===== src/rtl/axi_burst_pkg.sv =====
// axi_burst_pkg: burst type codes, FSM states and helpers shared by the burst address generator
package axi_burst_pkg;
  localparam logic [1:0] BURST_FIXED = 2'b00;
  localparam logic [1:0] BURST_INCR  = 2'b01;
  localparam logic [1:0] BURST_WRAP  = 2'b10;
  localparam logic [1:0] BURST_RSVD  = 2'b11;
  typedef enum logic {ST_IDLE, ST_ACTIVE} state_t;
  function automatic logic wrap_len_ok(input int beats);
    return beats == 2 || beats == 4 || beats == 8 || beats == 16;
  endfunction
endpackage


===== src/rtl/axi_burst_addr_gen_if.sv =====
// axi_burst_addr_gen_if: command and beat bus of the burst address generator
//   master: drives cmd_* and beat_valid/beat_last_in; slave: drives cmd_ready, beat status and error pulses
interface axi_burst_addr_gen_if #(parameter int AW = 32, parameter int LENW = 8);
  logic cmd_valid, cmd_ready;
  logic [AW-1:0] cmd_addr;
  logic [LENW-1:0] cmd_len;
  logic [2:0] cmd_size;
  logic [1:0] cmd_burst;
  logic beat_valid, beat_last_in;
  logic active;
  logic [AW-1:0] beat_addr;
  logic [LENW-1:0] beat_idx;
  logic beat_last, err_last, err_orphan, err_burst, err_4k;
  modport master (
    output cmd_valid, cmd_addr, cmd_len, cmd_size, cmd_burst, beat_valid, beat_last_in,
    input cmd_ready, active, beat_addr, beat_idx, beat_last, err_last, err_orphan, err_burst, err_4k
  );
  modport slave (
    input cmd_valid, cmd_addr, cmd_len, cmd_size, cmd_burst, beat_valid, beat_last_in,
    output cmd_ready, active, beat_addr, beat_idx, beat_last, err_last, err_orphan, err_burst, err_4k
  );
endinterface


===== src/rtl/axi_next_addr.sv =====
// axi_next_addr: combinational next-beat address for FIXED/INCR/WRAP bursts
//   ports: addr, len, size, burst in; nxt out (modulo 2^AW)
module axi_next_addr
  import axi_burst_pkg::*;
#(parameter int AW = 32, parameter int LENW = 8) (
  input  logic [AW-1:0]   addr,
  input  logic [LENW-1:0] len,
  input  logic [2:0]      size,
  input  logic [1:0]      burst,
  output logic [AW-1:0]   nxt
);
  logic [AW-1:0] bytes, aligned, wlen, lo, inc;
  always_comb begin
    bytes = AW'(1) << size;
    aligned = addr & ~(bytes - AW'(1));
    wlen = (AW'(len) + AW'(1)) << size;
    lo = addr & ~(wlen - AW'(1));
    inc = aligned + bytes;
    nxt = burst == BURST_FIXED ? addr : (burst == BURST_WRAP && inc == lo + wlen) ? lo : inc;
  end
endmodule


===== src/rtl/axi_burst_addr_gen.sv =====
// axi_burst_addr_gen: per-beat AXI address generator with one pending command slot
//   ports: axi_aclk clock; rst async active-high reset; bus (axi_burst_addr_gen_if.slave) command/beat bus
//   AXI_4K_CHECK_EN: when defined, err_4k flags INCR bursts crossing a 4 KB page; otherwise err_4k is 0
module axi_burst_addr_gen
  import axi_burst_pkg::*;
#(parameter int AW = 32, parameter int LENW = 8) (
  input logic axi_aclk,
  input logic rst,
  axi_burst_addr_gen_if.slave bus
);
  typedef struct packed {
    logic [AW-1:0]   addr;
    logic [LENW-1:0] len;
    logic [2:0]      size;
    logic [1:0]      burst;
  } cmd_t;
  state_t st, st_n;
  cmd_t cur, cur_n, pend, pend_n, in_cmd, src;
  logic pend_v, pend_v_n, acc, bad, last, fin, go;
  logic [AW-1:0] addr_q, addr_n, nxt;
  logic [LENW-1:0] idx_q, idx_n;
  logic e_last_q, e_orph_q, e_burst_q;
  axi_next_addr #(.AW(AW), .LENW(LENW)) u_next (
    .addr(addr_q), .len(cur.len), .size(cur.size), .burst(cur.burst), .nxt(nxt)
  );
  always_comb begin
    acc = bus.cmd_valid && !pend_v;
    bad = bus.cmd_burst == BURST_RSVD || (bus.cmd_burst == BURST_WRAP && !wrap_len_ok(int'(bus.cmd_len) + 1));
    // illegal bursts are flagged once at accept and then sequenced as INCR
    in_cmd = '{addr: bus.cmd_addr, len: bus.cmd_len, size: bus.cmd_size, burst: bad ? BURST_INCR : bus.cmd_burst};
    last = st == ST_ACTIVE && idx_q == cur.len;
    fin = bus.beat_valid && last;
    // pend_v is never set in IDLE, so src is the incoming command there
    src = pend_v ? pend : in_cmd;
    go = st == ST_IDLE ? acc : fin && (pend_v || acc);
    st_n = st;
    cur_n = cur;
    pend_n = pend;
    pend_v_n = pend_v;
    addr_n = addr_q;
    idx_n = idx_q;
    if (go) begin
      st_n = ST_ACTIVE;
      cur_n = src;
      addr_n = src.addr;
      idx_n = '0;
      pend_v_n = 1'b0;
    end else if (fin) begin
      st_n = ST_IDLE;
    end else if (st == ST_ACTIVE) begin
      if (bus.beat_valid) begin
        idx_n = idx_q + LENW'(1);
        addr_n = nxt;
      end
      if (acc) begin
        pend_n = in_cmd;
        pend_v_n = 1'b1;
      end
    end
  end
  always_ff @(posedge axi_aclk or posedge rst) begin
    if (rst) begin
      st <= ST_IDLE;
      cur <= '0;
      pend <= '0;
      pend_v <= 1'b0;
      addr_q <= '0;
      idx_q <= '0;
      e_last_q <= 1'b0;
      e_orph_q <= 1'b0;
      e_burst_q <= 1'b0;
    end else begin
      st <= st_n;
      cur <= cur_n;
      pend <= pend_n;
      pend_v <= pend_v_n;
      addr_q <= addr_n;
      idx_q <= idx_n;
      e_last_q <= bus.beat_valid && st == ST_ACTIVE && bus.beat_last_in != last;
      e_orph_q <= bus.beat_valid && st == ST_IDLE;
      e_burst_q <= acc && bad;
    end
  end
`ifdef AXI_4K_CHECK_EN
  logic [AW-1:0] span_end;
  logic e_4k_q;
  always_comb span_end = (bus.cmd_addr & ~((AW'(1) << bus.cmd_size) - AW'(1)))
                       + ((AW'(bus.cmd_len) + AW'(1)) << bus.cmd_size) - AW'(1);
  always_ff @(posedge axi_aclk or posedge rst) begin
    if (rst) e_4k_q <= 1'b0;
    else e_4k_q <= acc && bus.cmd_burst == BURST_INCR && span_end[AW-1:12] != bus.cmd_addr[AW-1:12];
  end
  assign bus.err_4k = e_4k_q;
`else
  assign bus.err_4k = 1'b0;
`endif
  assign bus.cmd_ready = !pend_v;
  assign bus.active = st == ST_ACTIVE;
  assign bus.beat_addr = addr_q;
  assign bus.beat_idx = idx_q;
  assign bus.beat_last = last;
  assign bus.err_last = e_last_q;
  assign bus.err_orphan = e_orph_q;
  assign bus.err_burst = e_burst_q;
endmodule


===== src/flat_wrapper.sv =====
// flat-port wrapper written by rule: the top's interface ports become plain ports
module axi_burst_addr_gen_flat import axi_burst_pkg::*;
#(parameter int AW = 32, parameter int LENW = 8)
  (axi_aclk, rst, bus_cmd_valid, bus_cmd_addr, bus_cmd_len, bus_cmd_size, bus_cmd_burst, bus_beat_valid, bus_beat_last_in, bus_cmd_ready, bus_active, bus_beat_addr, bus_beat_idx, bus_beat_last, bus_err_last, bus_err_orphan, bus_err_burst, bus_err_4k);
  axi_burst_addr_gen_if #(.AW(AW), .LENW(LENW)) bus_i ();
  input logic axi_aclk;
  input logic rst;
  input wire logic [$bits(bus_i.cmd_valid)-1:0] bus_cmd_valid;
  input wire logic [$bits(bus_i.cmd_addr)-1:0] bus_cmd_addr;
  input wire logic [$bits(bus_i.cmd_len)-1:0] bus_cmd_len;
  input wire logic [$bits(bus_i.cmd_size)-1:0] bus_cmd_size;
  input wire logic [$bits(bus_i.cmd_burst)-1:0] bus_cmd_burst;
  input wire logic [$bits(bus_i.beat_valid)-1:0] bus_beat_valid;
  input wire logic [$bits(bus_i.beat_last_in)-1:0] bus_beat_last_in;
  output wire logic [$bits(bus_i.cmd_ready)-1:0] bus_cmd_ready;
  output wire logic [$bits(bus_i.active)-1:0] bus_active;
  output wire logic [$bits(bus_i.beat_addr)-1:0] bus_beat_addr;
  output wire logic [$bits(bus_i.beat_idx)-1:0] bus_beat_idx;
  output wire logic [$bits(bus_i.beat_last)-1:0] bus_beat_last;
  output wire logic [$bits(bus_i.err_last)-1:0] bus_err_last;
  output wire logic [$bits(bus_i.err_orphan)-1:0] bus_err_orphan;
  output wire logic [$bits(bus_i.err_burst)-1:0] bus_err_burst;
  output wire logic [$bits(bus_i.err_4k)-1:0] bus_err_4k;
  assign bus_i.cmd_valid = bus_cmd_valid;
  assign bus_i.cmd_addr = bus_cmd_addr;
  assign bus_i.cmd_len = bus_cmd_len;
  assign bus_i.cmd_size = bus_cmd_size;
  assign bus_i.cmd_burst = bus_cmd_burst;
  assign bus_i.beat_valid = bus_beat_valid;
  assign bus_i.beat_last_in = bus_beat_last_in;
  assign bus_cmd_ready = bus_i.cmd_ready;
  assign bus_active = bus_i.active;
  assign bus_beat_addr = bus_i.beat_addr;
  assign bus_beat_idx = bus_i.beat_idx;
  assign bus_beat_last = bus_i.beat_last;
  assign bus_err_last = bus_i.err_last;
  assign bus_err_orphan = bus_i.err_orphan;
  assign bus_err_burst = bus_i.err_burst;
  assign bus_err_4k = bus_i.err_4k;
  axi_burst_addr_gen #(.AW(AW), .LENW(LENW)) u_core (.axi_aclk(axi_aclk), .rst(rst), .bus(bus_i));
endmodule

===== config.mk =====
export PLATFORM = sky130hd
export DESIGN_NAME = axi_burst_addr_gen_flat
export DESIGN_NICKNAME = d
export VERILOG_FILES = /design/src/rtl/axi_burst_pkg.sv /design/src/rtl/axi_burst_addr_gen_if.sv /design/src/rtl/axi_next_addr.sv /design/src/rtl/axi_burst_addr_gen.sv /design/src/flat_wrapper.sv
export SDC_FILE = /design/constraint.sdc
export NUM_CORES = 1
export LEC_CHECK = 0
export ABC_AREA = 1
export CORE_UTILIZATION = 50
export DETAILED_ROUTE_END_ITERATION = 8
export PLACE_DENSITY_LB_ADDON = 0.2
export SYNTH_ARGS = -nofsm -noshare
export SYNTH_HDL_FRONTEND = slang
export SYNTH_HIERARCHICAL = 1
export SYNTH_SLANG_ARGS = --single-unit

===== constraint.sdc =====
create_clock -name axi_aclk -period 7.5 [get_ports axi_aclk]
set_clock_uncertainty 0.2 [all_clocks]
set_input_delay 0.75 -clock axi_aclk [delete_from_list [all_inputs] [get_ports axi_aclk]]
set_output_delay 0.75 -clock axi_aclk [all_outputs]
set_load 0.02 [all_outputs]

== After elaboration in Yosys (flattened, before gate mapping) ==
Index checks and enable logic that the tools add are counted.
Storage, ports and cells
  output and inout port bits: 47
  register bits after elaboration: 103
  input bits: 50
  word-level logic and storage cells: 87
Operators by class
  reductions and logical operators: 26
  bitwise operators: 7
  shift-type cells: 2
  equality and inequality tests: 12
  add/subtract/negate cells: 7
  multiplexer cells: 19
Operators with widths (number)
  2-to-1 mux 32 bit: 6
  adder 32 bit: 2
  AND 32 bit: 2
  NOT 32 bit: 2
  subtractor 32 x 1 -> 32 bit, second input constant: 2
  2-to-1 mux 45 bit: 1
  equality test 32 x 3 -> 1 bit, second input constant: 1
  equality test 32 bit: 1
  equality test 32 x 4 -> 1 bit, second input constant: 1
  equality test 32 x 5 -> 1 bit, second input constant: 1
  equality test 32 x 6 -> 1 bit, second input constant: 1
  2-to-1 mux 8 bit: 4
  << shifter 1 x 3 -> 32 bit, first input constant: 1
  << shifter 9 x 3 -> 32 bit: 1
  adder 8 x 1 -> 9 bit, second input constant: 2
  logical AND 1 bit: 10
  adder 8 x 1 -> 8 bit, second input constant: 1
  equality test 8 bit: 1
  AND reduction 4 bit: 2
  nonzero test 2 bit: 4
  2-to-1 mux 1 bit: 7
  equality test 2 bit, second input constant: 3
  AND reduction 3 bit: 2
  logical OR 1 bit: 5
  other kinds (7): 10

== Logic depth before layout (Yosys ltp) ==
Gate-level depths: netlist (run 1).
  word-level depth: 14
  depth in mapped cells: 40
  depth with buffers taken out: 39

== Hierarchy ==
The synthesis (run 1) kept the hierarchy.
By module, submodules not included
  axi_next_addr: seq. area each 0.0 µm², times used 1, cells an instance 1108, area an instance 5376.4 µm²
  axi_burst_addr_gen: seq. area each 2577.5 µm², times used 1, cells an instance 646, area an instance 5071.1 µm²

== Worst setup path after synthesis (run 1) ==
Ideal clock, no wire load.
  kind: reg-to-reg
  start point: register u_core/cur[5] (netlist name)
  end point: register u_core.addr_q[26] (netlist: u_core/bus.beat_addr[26])
  buffers on the path: 1
  arrival time: 4.435 ns
  period minus slack after synthesis: 4.760 ns
  setup slack: 2.740 ns
  stages on the path, launching flop included: 40
  setup time: 0.124 ns
  data required time: 7.176 ns
  path through: dfrtp_1 -> ha_1 -> inv_1 -> nand2_1 -> nand3_2 -> nand3_2 -> nand3_2 -> nand2_1 -> inv_2 -> nand2_2 -> nor2_4 -> nand2_1 -> nor2_1 -> inv_1 -> nor2_1 -> nand2_1 -> nor2_1 -> ha_1 -> [4 not listed] -> o21ai_0 -> a21oi_1 -> nand2_2 -> nand2_1 -> nand2_1 -> nand2_1 -> nand2_1 -> nor2_1 -> nand2_1 -> nor2_1 -> nand2_1 -> nor2_4 -> buf_4 -> nand3_1 -> nand3_1 -> nand2_1 -> nand2_1 -> nand3_1
On the way
  longest elaborated chain between the ends: 14
  elaborated cells between the ends (all ways): 24
  those cells by class: add/sub (3); eq/ne (4); shift (1); mux (7); bitwise (2); reduce/logical (7)
RTL lines
  start: declaration: RTL line axi_burst_addr_gen.sv:18  | cmd_t cur, cur_n, pend, pend_n, in_cmd, src;
  start signal: assignment: RTL line axi_burst_addr_gen.sv:74  | cur <= cur_n;
  adder 8 x 1 -> 9 bit *: RTL line axi_next_addr.sv:16  | wlen = (AW'(len) + AW'(1)) << size;
  << shifter 9 x 3 -> 32 bit *: RTL line axi_next_addr.sv:16
  subtractor 32 x 1 -> 32 bit: RTL line axi_next_addr.sv:17  | lo = addr & ~(wlen - AW'(1));
  NOT 32 bit: RTL line axi_next_addr.sv:17
  AND 32 bit: RTL line axi_next_addr.sv:17
  adder 32 bit: RTL line axi_next_addr.sv:19  | nxt = burst == BURST_FIXED ? addr : (burst == BURST_WRAP && inc == lo + wlen) ? lo : inc;
  equality test 32 bit: RTL line axi_next_addr.sv:19
  logical AND 1 bit: RTL line axi_next_addr.sv:19
  2-to-1 mux 32 bit * (2 in a row): RTL line axi_next_addr.sv:19
  via u_core.nxt[26]: RTL line axi_burst_addr_gen.sv:20  | logic [AW-1:0] addr_q, addr_n, nxt;
  2-to-1 mux 32 bit *: RTL line axi_burst_addr_gen.sv:51  | if (bus.beat_valid) begin
  2-to-1 mux 32 bit *: RTL line axi_burst_addr_gen.sv:50  | end else if (st == ST_ACTIVE) begin
  2-to-1 mux 32 bit *: RTL line axi_burst_addr_gen.sv:48  | end else if (fin) begin
  2-to-1 mux 32 bit *: RTL line axi_burst_addr_gen.sv:42  | if (go) begin
  end signal: assignment: RTL line axi_burst_addr_gen.sv:77  | addr_q <= addr_n;
  end: declaration: RTL line axi_burst_addr_gen.sv:20
Mark *: on every way through the listed nets, which the timed path passes. The rest lies on a longest branch. The select of a mux whose other input is x is not followed.
A chain may end at the register's enable or synchronous reset.

== Final worst setup path (run 1) ==
  start point: register u_core/cur[2] (netlist name)
  end point: register u_core.addr_q[0] (netlist: u_core/bus.beat_addr[0])
On the way
  longest elaborated chain between the ends: 13
  elaborated cells between the ends (all ways): 18
  those cells by class: add/sub (4); eq/ne (1); shift (2); mux (6); bitwise (4); reduce/logical (1)
RTL lines (RTL line)
  << shifter 9 x 3 -> 32 bit or << shifter 1 x 3 -> 32 bit (tied branches): axi_next_addr.sv:16, axi_next_addr.sv:14
  subtractor 32 x 1 -> 32 bit, on equally long branches: axi_next_addr.sv:17, axi_next_addr.sv:15
  NOT 32 bit, on equally long branches: axi_next_addr.sv:17, axi_next_addr.sv:15
  AND 32 bit, on equally long branches: axi_next_addr.sv:17, axi_next_addr.sv:15
  adder 32 bit, on equally long branches: axi_next_addr.sv:19, axi_next_addr.sv:18
  equality test 32 bit: axi_next_addr.sv:19
  logical AND 1 bit: axi_next_addr.sv:19
  2-to-1 mux 32 bit * (2 in a row): axi_next_addr.sv:19
  via u_core.nxt[0]: axi_burst_addr_gen.sv:20
  2-to-1 mux 32 bit *: axi_burst_addr_gen.sv:51
  2-to-1 mux 32 bit *: axi_burst_addr_gen.sv:50
  2-to-1 mux 32 bit *: axi_burst_addr_gen.sv:48
  2-to-1 mux 32 bit *: axi_burst_addr_gen.sv:42
Marks and branches as above.

==> metrics.md, run 1 <==
| Metric | Value |
|---|---|
| Gpl congestion | `0.9765` |
| Max cap viols | `0` |
| Mapped Area | `between 10000 and 15000 um^2` |
| Die Ht | `roughly 150 um` |
| CP Class | `reg -> reg` |
| Antenna diodes | `0` |
| Setup crit end kind | `flop` |
| Number of I/O pins | `slightly below 100` |
| Largest net degree at the start of global routing | `between 90 and 100` |
| Max Buffers Root-to-Sink | `2` |
| Largest family of logic cells by synthesized area | `simple AND/OR/NAND/NOR gates` |
| Area Growth Syn to Fin | `12.02%` |
| Vias | `11220` |
| Slowest cell delay on critical path | `between 800 and 900 ps` |
| Multiplexer area fraction after synthesis | `0` |
| CTS H-tree lvls | `3` |
| Worst-path clk slew | `70 ps` |
| Hold crit path type | `reg -> reg` |
| Critical Path AT | `approximately 6600 ps` |
| RR Startpoint | `u_core/cur[2]` |
| Core Region | `20360 um^2` |
| Ys async rst share | `1.000` |
| Post-synth cell types | `50` |
| Hold Startpoint | `u_core/pend[0]` |
| Worst Path Max Fanout | `33` |
| Worst reg2reg path depth | `37` |
| Static leakage | `6.052 nW` |
| Headroom to the max-slew limit | `0.2911` |
| RSZ-0062 raised after global routing | `false` |
| Vias in the first global route | `9877` |
| Ys Warns | `6` |
| Placed instance area | `11400 um^2` |
| WL/cell | `16.00 um` |
| Worst VDD drop | `0.0003156 V` |
| TritonCTS clock tree | `built` |
| #FFs+latches synth | `103` |
| Worst-Skew Late Latency | `approximately 350 ps` |
| Post-route cell area | `11700 um^2` |
| # hold bufs at CTS | `0` |
| Buf+Inv Stages, Crit Path | `4` |
| Initial core utilization | `0.5130` |
| Worst Hold Path Cells | `2` |
| CP dominant cell by count | `nand2_1` |
| DR pass1 iterations | `5` |
| Share of layout cells above drive strength 1 | `0.07624` |
| CTS Buf Count | `9` |
| Total gr overflow | `0` |
| Dpl cells | `2064` |
| Post-synth EDFFs | `0` |
| CTS Root Cell | `clkbuf_16` |
| Die Area | `roughly 21000 um^2` |
| Post-CTS resize count | `0` |
| XOR/XNOR Fraction of Synth Area | `0.03856` |
| Worst slew pin tran | `1062 ps` |
| Final Hold Vio Count | `0` |
| Synth Area in Adders | `0.02156` |
| First-pass GRT wire length | `53080 um` |
| CP Launch Type | `flop` |
| Hold Path End | `u_core/pend[0]` |
| Routed Wire Length | `33270 um` |
| Syn avg cell area | `roughly 6 um^2` |
| Synth Instances | `~1800` |
| Setup TNS | `0 ps` |
| Top FF cell, synth | `dfrtp_1` |
| Post-CTS Setup Bufs | `0` |
| Most common cell after layout, fill and taps aside | `nand2_1` |
| PortBufs | `95` |
| DRT iter0 DRCs | `1278` |
| Post-synthesis simple-gate area fraction | `0.4869` |
| RR Endpoint | `u_core/bus.beat_addr[0]` |
| Die X | `146.6 um` |
| Run status | `finished clean` |
| Fin. max-slew vios | `0` |
| Commonest non-fill, non-tap cells in the layout | `650 x nand2_1, 253 x nand3_1, 194 x inv_1` |
| CTS Sinks | `103` |
| DR DRC count | `0` |
| Vias/cell | `5.393` |
| Synth Net Count | `1822` |
| Antenna viol nets, final | `0` |
| Setup crit start | `u_core/cur[2]` |
| Final critical-path share of the clock period | `0.8624` |
| Fin cells | `2080` |
| Critical path required time | `7580 ps` |
| Initial antenna violation count | `0` |
| Post-layout util | `0.5747` |
| GRT Util Overall | `0.3123` |
| Total Power | `0.004737 W` |
| Fin crit period | `6468 ps` |
| Worst reg-to-reg setup slack | `just over 1000 ps` |
| Rows | `52` |
| Synth Area in Compound Gates | `0.08946` |
| FMAX | `154.6 MHz` |
| Detail Placement HPWL | `26140 um` |
| Nets | `~1900` |
| Power Density | `roughly 400 nW/um^2` |
| Slowest cell on crit path | `dfrtp_1` |
| Crit path max-delay family | `simple AND/OR/NAND/NOR gates` |
| Post-synthesis sequential area ratio | `0.2467` |
| Setup violators final | `0` |
registers in the layout (all words and copies together), names as in the netlist:
| signal | count |
|---|---|
| u_core/bus.err_burst | 1 |
| u_core/cur | 13 |
| u_core/pend_v | 1 |
| u_core/bus.err_orphan | 1 |
| u_core/pend | 45 |
| u_core/bus.beat_idx | 8 |
| u_core/bus.beat_addr | 32 |
| u_core/bus.err_last | 1 |
| u_core/bus.active | 1 |
report_power, final:
group / switching (W) / total, W / leakage (nW) / internal [W]
Combinational: 0.00209 / 0.00314 / 4.58 / 0.00105
Sequential: 0.000335 / 0.00111 / 1.32 / 0.000778
Clock: 0.000221 / 0.000485 / 0.148 / 0.000264
logic make-up after synthesis:
family                   count (synthesis)
XOR/XNOR                                46
other                                    1
flip-flops                             103
AO/OA/AOI/OAI                          165
adder cells (fa/ha/maj)                 18
AND/OR/NAND/NOR                       1142
buffers and inverters                  279
tightest hold or removal path, stage by stage, from the launching register on:
cell and delay [ps]:
dfrtp_1 350, nand2_1 60, nand2_1 40
per-layer routing:
metal  vias up  wire length [um]  GRT usage  share of wire
met5         -                 0          0              0
met4         0               339    0.05469          0.010
met3        20              2600    0.04844          0.078
met2       387             13350     0.4310           0.40
met1      5102             16980     0.5045           0.51
li1       5708                 -          -              -
area by class of cell:
type	count	area, um^2
Clock buffer	9	225.2
Timing Repair Buffer	102	1003
Tap cell	270	337.8
Inverter	217	822.0
Multi-Input combinational cell	1372	6656
Fill cell	2061	8661
Sequential cell	103	2579
Clock inverter	7	80.08
stage by stage:
step / worst slack, ps / hold WS, ps
finish: 1032 / 276.6
detailed placement: 1242 / 263.1
global route: 364.3 / 308.3
CTS: 1175 / 280.4
global placement: 1308 / 254.8
floorplan: 2740 / 242.2
synth_stat cells, types with 10 or more instances:
master    instances  share of area
nand4_1          25          0.015
o21ai_0          98          0.047
buf_4            16          0.011
buf_2            19         0.0091
inv_2            20         0.0072
a21oi_1          18         0.0086
xnor2_1          18          0.015
inv_1           195          0.070
o21ai_2          18          0.015
nand3_1         253           0.12
nand3b_1         12         0.0086
nor2_1          101          0.036
o21ai_1          14         0.0067
nand2_2          35          0.021
nor3_1           20         0.0096
dfrtp_1         103           0.25
ha_1             18          0.022
nand2_1         650           0.23
nor2_4           10          0.011
clkbuf_1         14         0.0050
xor2_1           28          0.023
how the worst max path moves through the flow:
stage	end	cells past startpoint	slack, ps
after detailed placement	u_core/bus.beat_addr[0]	37	1240
final	u_core/bus.beat_addr[0]	37	1030
after CTS	u_core/bus.beat_addr[0]	37	1170
after global placement	u_core/bus.beat_addr[0]	37	1310
after global routing	u_core/bus.beat_addr[0]	37	360
after floorplan	u_core/bus.beat_addr[26]	39	2740
No activity file was read; power rests on OpenSTA's default activity.
==> run 2: changes to the inputs <==
RECOVER_POWER = 25   (was unset)
SETUP_SLACK_MARGIN = 0.1   (was unset)
==> metrics.md, run 2 (same netlist as run 1, synthesis figures left out) <==
| Metric | Value |
|---|---|
| Vias in the first global route | `9877` |
| Worst slew pin tran | `2249 ps` |
| Die X | `146.6 um` |
| CTS Root Cell | `clkbuf_16` |
| Worst-Skew Late Latency | `350 ps` |
| CTS Sinks | `103` |
| Total gr overflow | `0` |
| Die Area | `21480 um^2` |
| Worst reg2reg path depth | `37` |
| Detail Placement HPWL | `26140 um` |
| CP Launch Type | `flop` |
| Headroom to the max-slew limit | `-0.5075` |
| # hold bufs at CTS | `0` |
| Run status | `finished, violations left` |
| Fin crit period | `6478 ps` |
| PortBufs | `between 90 and 100` |
| Vias/cell | `about 5.4` |
| Antenna viol nets, final | `0` |
| Failing checks | `max-capacitance violations, max-slew violations` |
| Antenna diodes | `0` |
| Setup TNS | `0 ps` |
| Initial antenna violation count | `0` |
| Routed Wire Length | `around 33000 um` |
| Vias | `11210` |
| Static leakage | `6.071 nW` |
| DR pass1 iterations | `6` |
| Final Hold Vio Count | `0` |
| Critical Path AT | `6560 ps` |
| Commonest non-fill, non-tap cells in the layout | `651 x nand2_1, 253 x nand3_1, 194 x inv_1` |
| Worst Hold Path Cells | `2` |
| Hold crit path type | `reg -> reg` |
| Most common cell after layout, fill and taps aside | `nand2_1` |
| Area Growth Syn to Fin | `11.92%` |
| Buf+Inv Stages, Crit Path | `4` |
| Fin. max-slew vios | `51` |
| Setup crit end kind | `flop` |
| First-pass GRT wire length | `53080 um` |
| Largest net degree at the start of global routing | `93` |
| DR DRC count | `0` |
| CTS H-tree lvls | `3` |
| Gpl congestion | `0.9765` |
| Max Buffers Root-to-Sink | `2` |
| GRT Util Overall | `0.3123` |
| Post-layout util | `0.5742` |
| Max cap viols | `1` |
| CP dominant cell by count | `nand2_1` |
| Total Power | `0.004723 W` |
| Post-CTS Setup Bufs | `0` |
| WL/cell | `15.96 um` |
| Slowest cell on crit path | `dfrtp_1` |
| Nets | `roughly 1900` |
| Worst VDD drop | `0.0003123 V` |
| Number of flip-flops in the largest register | `45` |
| Crit path max-delay family | `simple AND/OR/NAND/NOR gates` |
| Share of layout cells above drive strength 1 | `0.07514` |
| Largest register by flop count | `u_core/pend` |
| CTS Buf Count | `9` |
| Worst-path clk slew | `80 ps` |
| WP depth | `37` |
| Die Ht | `roughly 150 um` |
| Power Density | `403.9 nW/um^2` |
| RSZ-0062 raised after global routing | `false` |
| Core Region | `20360 um^2` |
| CP Class | `reg -> reg` |
| TritonCTS clock tree | `built` |
| Post-CTS resize count | `0` |
| Worst Path Max Fanout | `33` |
| Rows | `52` |
| Final critical-path share of the clock period | `0.8638` |
| Number of I/O pins | `97` |
| Fill cell count | `2064` |
| Setup violators final | `0` |
| Critical path required time | `7580 ps` |
| Slowest cell delay on critical path | `820 ps` |
| DRT iter0 DRCs | `between 1000 and 1500` |
| FMAX | `roughly 150 MHz` |
| Initial core utilization | `0.5130` |
## run 2: report_power, final
part	total (W)	internal (W)	leakage [nW]	switching, W
Sequential	0.00111	0.000779	1.32	0.000331
Clock	0.000483	0.000264	0.148	0.000219
Combinational	0.00313	0.00104	4.60	0.00209
Total	0.00472	0.00209	6.07	0.00264
## run 2: routing by layer
layer	vias to the layer above	GRT usage	wire length, um
li1	5708	-	-
met1	5043	0.5045	16600
met2	429	0.4310	13340
met3	25	0.04844	2886
met4	0	0.05469	361
met5	-	0	0
## run 2: worst register-to-register path, delay by kind of cell, from the launching register on
family / cells / cell delay (ps)
AOI/OAI and AO/OA: 3 / 470
adders and majority gates: 2 / 570
buffers and inverters: 4 / 410
DFF: 1 / 820
and+or+nand+nor: 28 / 3890
## run 2: cell type report
class,count,area [um^2],area share
Multi-Input combinational cell,1372,6646,0.5684
Sequential cell,103,2579,0.2205
Timing Repair Buffer,102,1003,0.08582
Inverter,217,820.8,0.07020
Tap cell,270,337.8,0.02889
Clock buffer,9,225.2,0.01926
Clock inverter,7,80.08,0.006849
## run 2: final timing paths
path	startpoint	to	slack, ps
setup / recovery	u_core/cur[2]	u_core/bus.beat_addr[0]	1020
hold / removal	u_core/pend[0]	u_core/pend[0]	280
setup reg to reg	u_core/cur[2]	u_core/bus.beat_addr[0]	1020
hold reg to reg	u_core/pend[0]	u_core/pend[0]	280
max in group asynchronous	rst	u_core/cur[4]	4300
min in group asynchronous	rst	u_core/pend[36]	1250
## run 2: metrics by stage
stage / instances / worst slack (ps) / hold WS [ps] / instance area, um^2
after detailed placement: 2064 / 1242 / 263.1 / 11400
after global routing: 2080 / 364.3 / 308.3 / 11690
after global placement: 2064 / 1308 / 254.8 / 11400
after floorplan: 1754 / 2740 / 242.2 / 10450
after CTS: 2080 / 1175 / 280.4 / 11700
final: 2080 / 1022 / 277.4 / 11690
==> run 3: changes to the inputs <==
CORE_ASPECT_RATIO = 1.75   (was unset)
==> metrics.md, run 3 (same netlist as run 1, synthesis figures left out) <==
| Metric | Value |
|---|---|
| # hold bufs at CTS | `0` |
| DP Worst Slack | `1080 ps` |
| DRT iter0 DRCs | `752` |
| Failing checks | `design-rule violations, max-capacitance violations, max-slew violations` |
| Vias in the first global route | `11110` |
| Worst VDD drop | `0.0002799 V` |
| CP Class | `reg -> reg` |
| DR DRC count | `6` |
| Vias/cell | `5.576` |
| Most common cell after layout, fill and taps aside | `nand2_1` |
| RSZ-0062 raised after global routing | `false` |
| Slowest cell on crit path | `dfrtp_1` |
| Worst slew pin tran | `~3700 ps` |
| CTS Buf Count | `9` |
| Die X | `111.3 um` |
| Initial core utilization | `0.5128` |
| Largest register by flop count | `u_core/pend` |
| Die Ht | `193.2 um` |
| Critical Path AT | `roughly 6700 ps` |
| WL/cell | `about 18 um` |
| Hold Startpoint | `u_core/pend[1]` |
| CTS Sinks | `~100` |
| Routed Wire Length | `36040 um` |
| Core Region | `20370 um^2` |
| CP dominant cell by count | `nand2_1` |
| Total gr overflow | `0` |
| Worst Hold Path Cells | `2` |
| Worst reg-to-reg setup slack | `900 ps` |
| Dpl cells | `roughly 2000` |
| FMAX | `around 150 MHz` |
| PortBufs | `95` |
| Worst Path Max Fanout | `32` |
| First-pass GRT wire length | `56330 um` |
| Static leakage | `around 6.1 nW` |
| GRT Util Overall | `0.3364` |
| Initial antenna violation count | `0` |
| Critical path required time | `7590 ps` |
| Final critical-path share of the clock period | `0.8794` |
| Worst setup margin | `904.7 ps` |
| Antenna diodes | `0` |
| RR Startpoint | `u_core/cur[3]` |
| Antenna viol nets, final | `0` |
| Detail Placement HPWL | `between 20000 and 30000 um` |
| Slowest cell delay on critical path | `920 ps` |
| CTS Root Cell | `clkbuf_16` |
| DR pass1 iterations | `7` |
| Gpl congestion | `roughly 1.0` |
| Run status | `finished, violations left` |
| Worst-Skew Late Latency | `360 ps` |
| Fin crit period | `6595 ps` |
| Rows | `a little under 70` |
| Die Area | `21500 um^2` |
| Setup crit end kind | `flop` |
| Number of flip-flops in the largest register | `45` |
| Area Growth Syn to Fin | `11.35%` |
| RR Endpoint | `u_core/bus.beat_addr[20]` |
| Hold crit path type | `reg -> reg` |
| Post-CTS resize count | `0` |
| Headroom to the max-slew limit | `-1.481` |
| CTS H-tree lvls | `3` |
| Largest net degree at the start of global routing | `93` |
| Final Hold Vio Count | `0` |
| Fin. max-slew vios | `199` |
| Fin cells | `2058` |
| Setup violators final | `0` |
| Share of layout cells above drive strength 1 | `0.07293` |
| Post-CTS Setup Bufs | `0` |
| Number of I/O pins | `97` |
| Worst-path clk slew | `70 ps` |
| CP Launch Type | `flop` |
| Setup TNS | `0 ps` |
| Max cap viols | `3` |
| Commonest non-fill, non-tap cells in the layout | `650 x nand2_1, 253 x nand3_1, 194 x inv_1` |
| TritonCTS clock tree | `built` |
| Vias | `11480` |
| Worst reg2reg path depth | `35` |
| Power Density | `~400 nW/um^2` |
| Max Buffers Root-to-Sink | `2` |
| Nets | `1873` |
| Hold Path End | `u_core/pend[1]` |
run 3: cell count changes in the layout (fill, tap and decap cells not counted), sizes merged:
cell           change
buf                -2
bufinv             -1
clkbuf             +6
clkdlybuf4s50      -8
clkinvlp           -1
dlygate4sd3        +8
inv                -2
run 3: worst max-delay path by stage:
stage                        from                        to
floorplan           u_core/cur[5]  u_core/bus.beat_addr[26]
global placement    u_core/cur[3]  u_core/bus.beat_addr[20]
detailed placement  u_core/cur[3]  u_core/bus.beat_addr[20]
CTS                 u_core/cur[3]  u_core/bus.beat_addr[20]
global route        u_core/cur[3]  u_core/bus.beat_addr[20]
finish              u_core/cur[3]  u_core/bus.beat_addr[20]
run 3: worst max-delay path, delay by kind of cell, from the launching register on:
kind            cells  cell delay (ps)
compound gates      3              550
fa+ha+maj           2              580
buf+inv             4              550
flops               1              920
simple gates       26             3710
run 3: through the flow:
stage | hold WS [ps] | cell area (um^2) | utilization | power, W
2_1_floorplan | 242.2 | 10450 | - | 0.003360
3_3_place_gp | 253.4 | 11370 | 0.5581 | 0.004160
3_5_place_dp | 259.8 | 11370 | 0.5581 | 0.004209
4_1_cts | 277.1 | 11650 | 0.5718 | 0.004684
5_1_grt | 300.5 | 11630 | 0.5710 | 0.005117
6_report | 273.4 | 11630 | 0.5710 | 0.004715
run 3: cell type report:
type / count / area (um^2)
Fill cell: 2102 / 8741
Sequential cell: 103 / 2579
Clock inverter: 3 / 28.78
Inverter: 217 / 820.8
Multi-Input combinational cell: 1372 / 6649
Clock buffer: 13 / 250.2
Tap cell: 248 / 310.3
Timing Repair Buffer: 102 / 996.0
run 3: metal layers:
layer | wire length [um] | global-route usage
met5 | 0 | 0
met4 | 3305 | 0.2923
met3 | 1648 | 0.04919
met2 | 18290 | 0.6014
met1 | 12800 | 0.3378
run 3: power breakdown:
group          total [W]  leakage (nW)  internal, W  switching, W
logic            0.00313          4.62      0.00104       0.00209
registers        0.00113          1.32     0.000779      0.000350
clock network   0.000458         0.136     0.000239      0.000220
total            0.00472          6.07      0.00206       0.00266
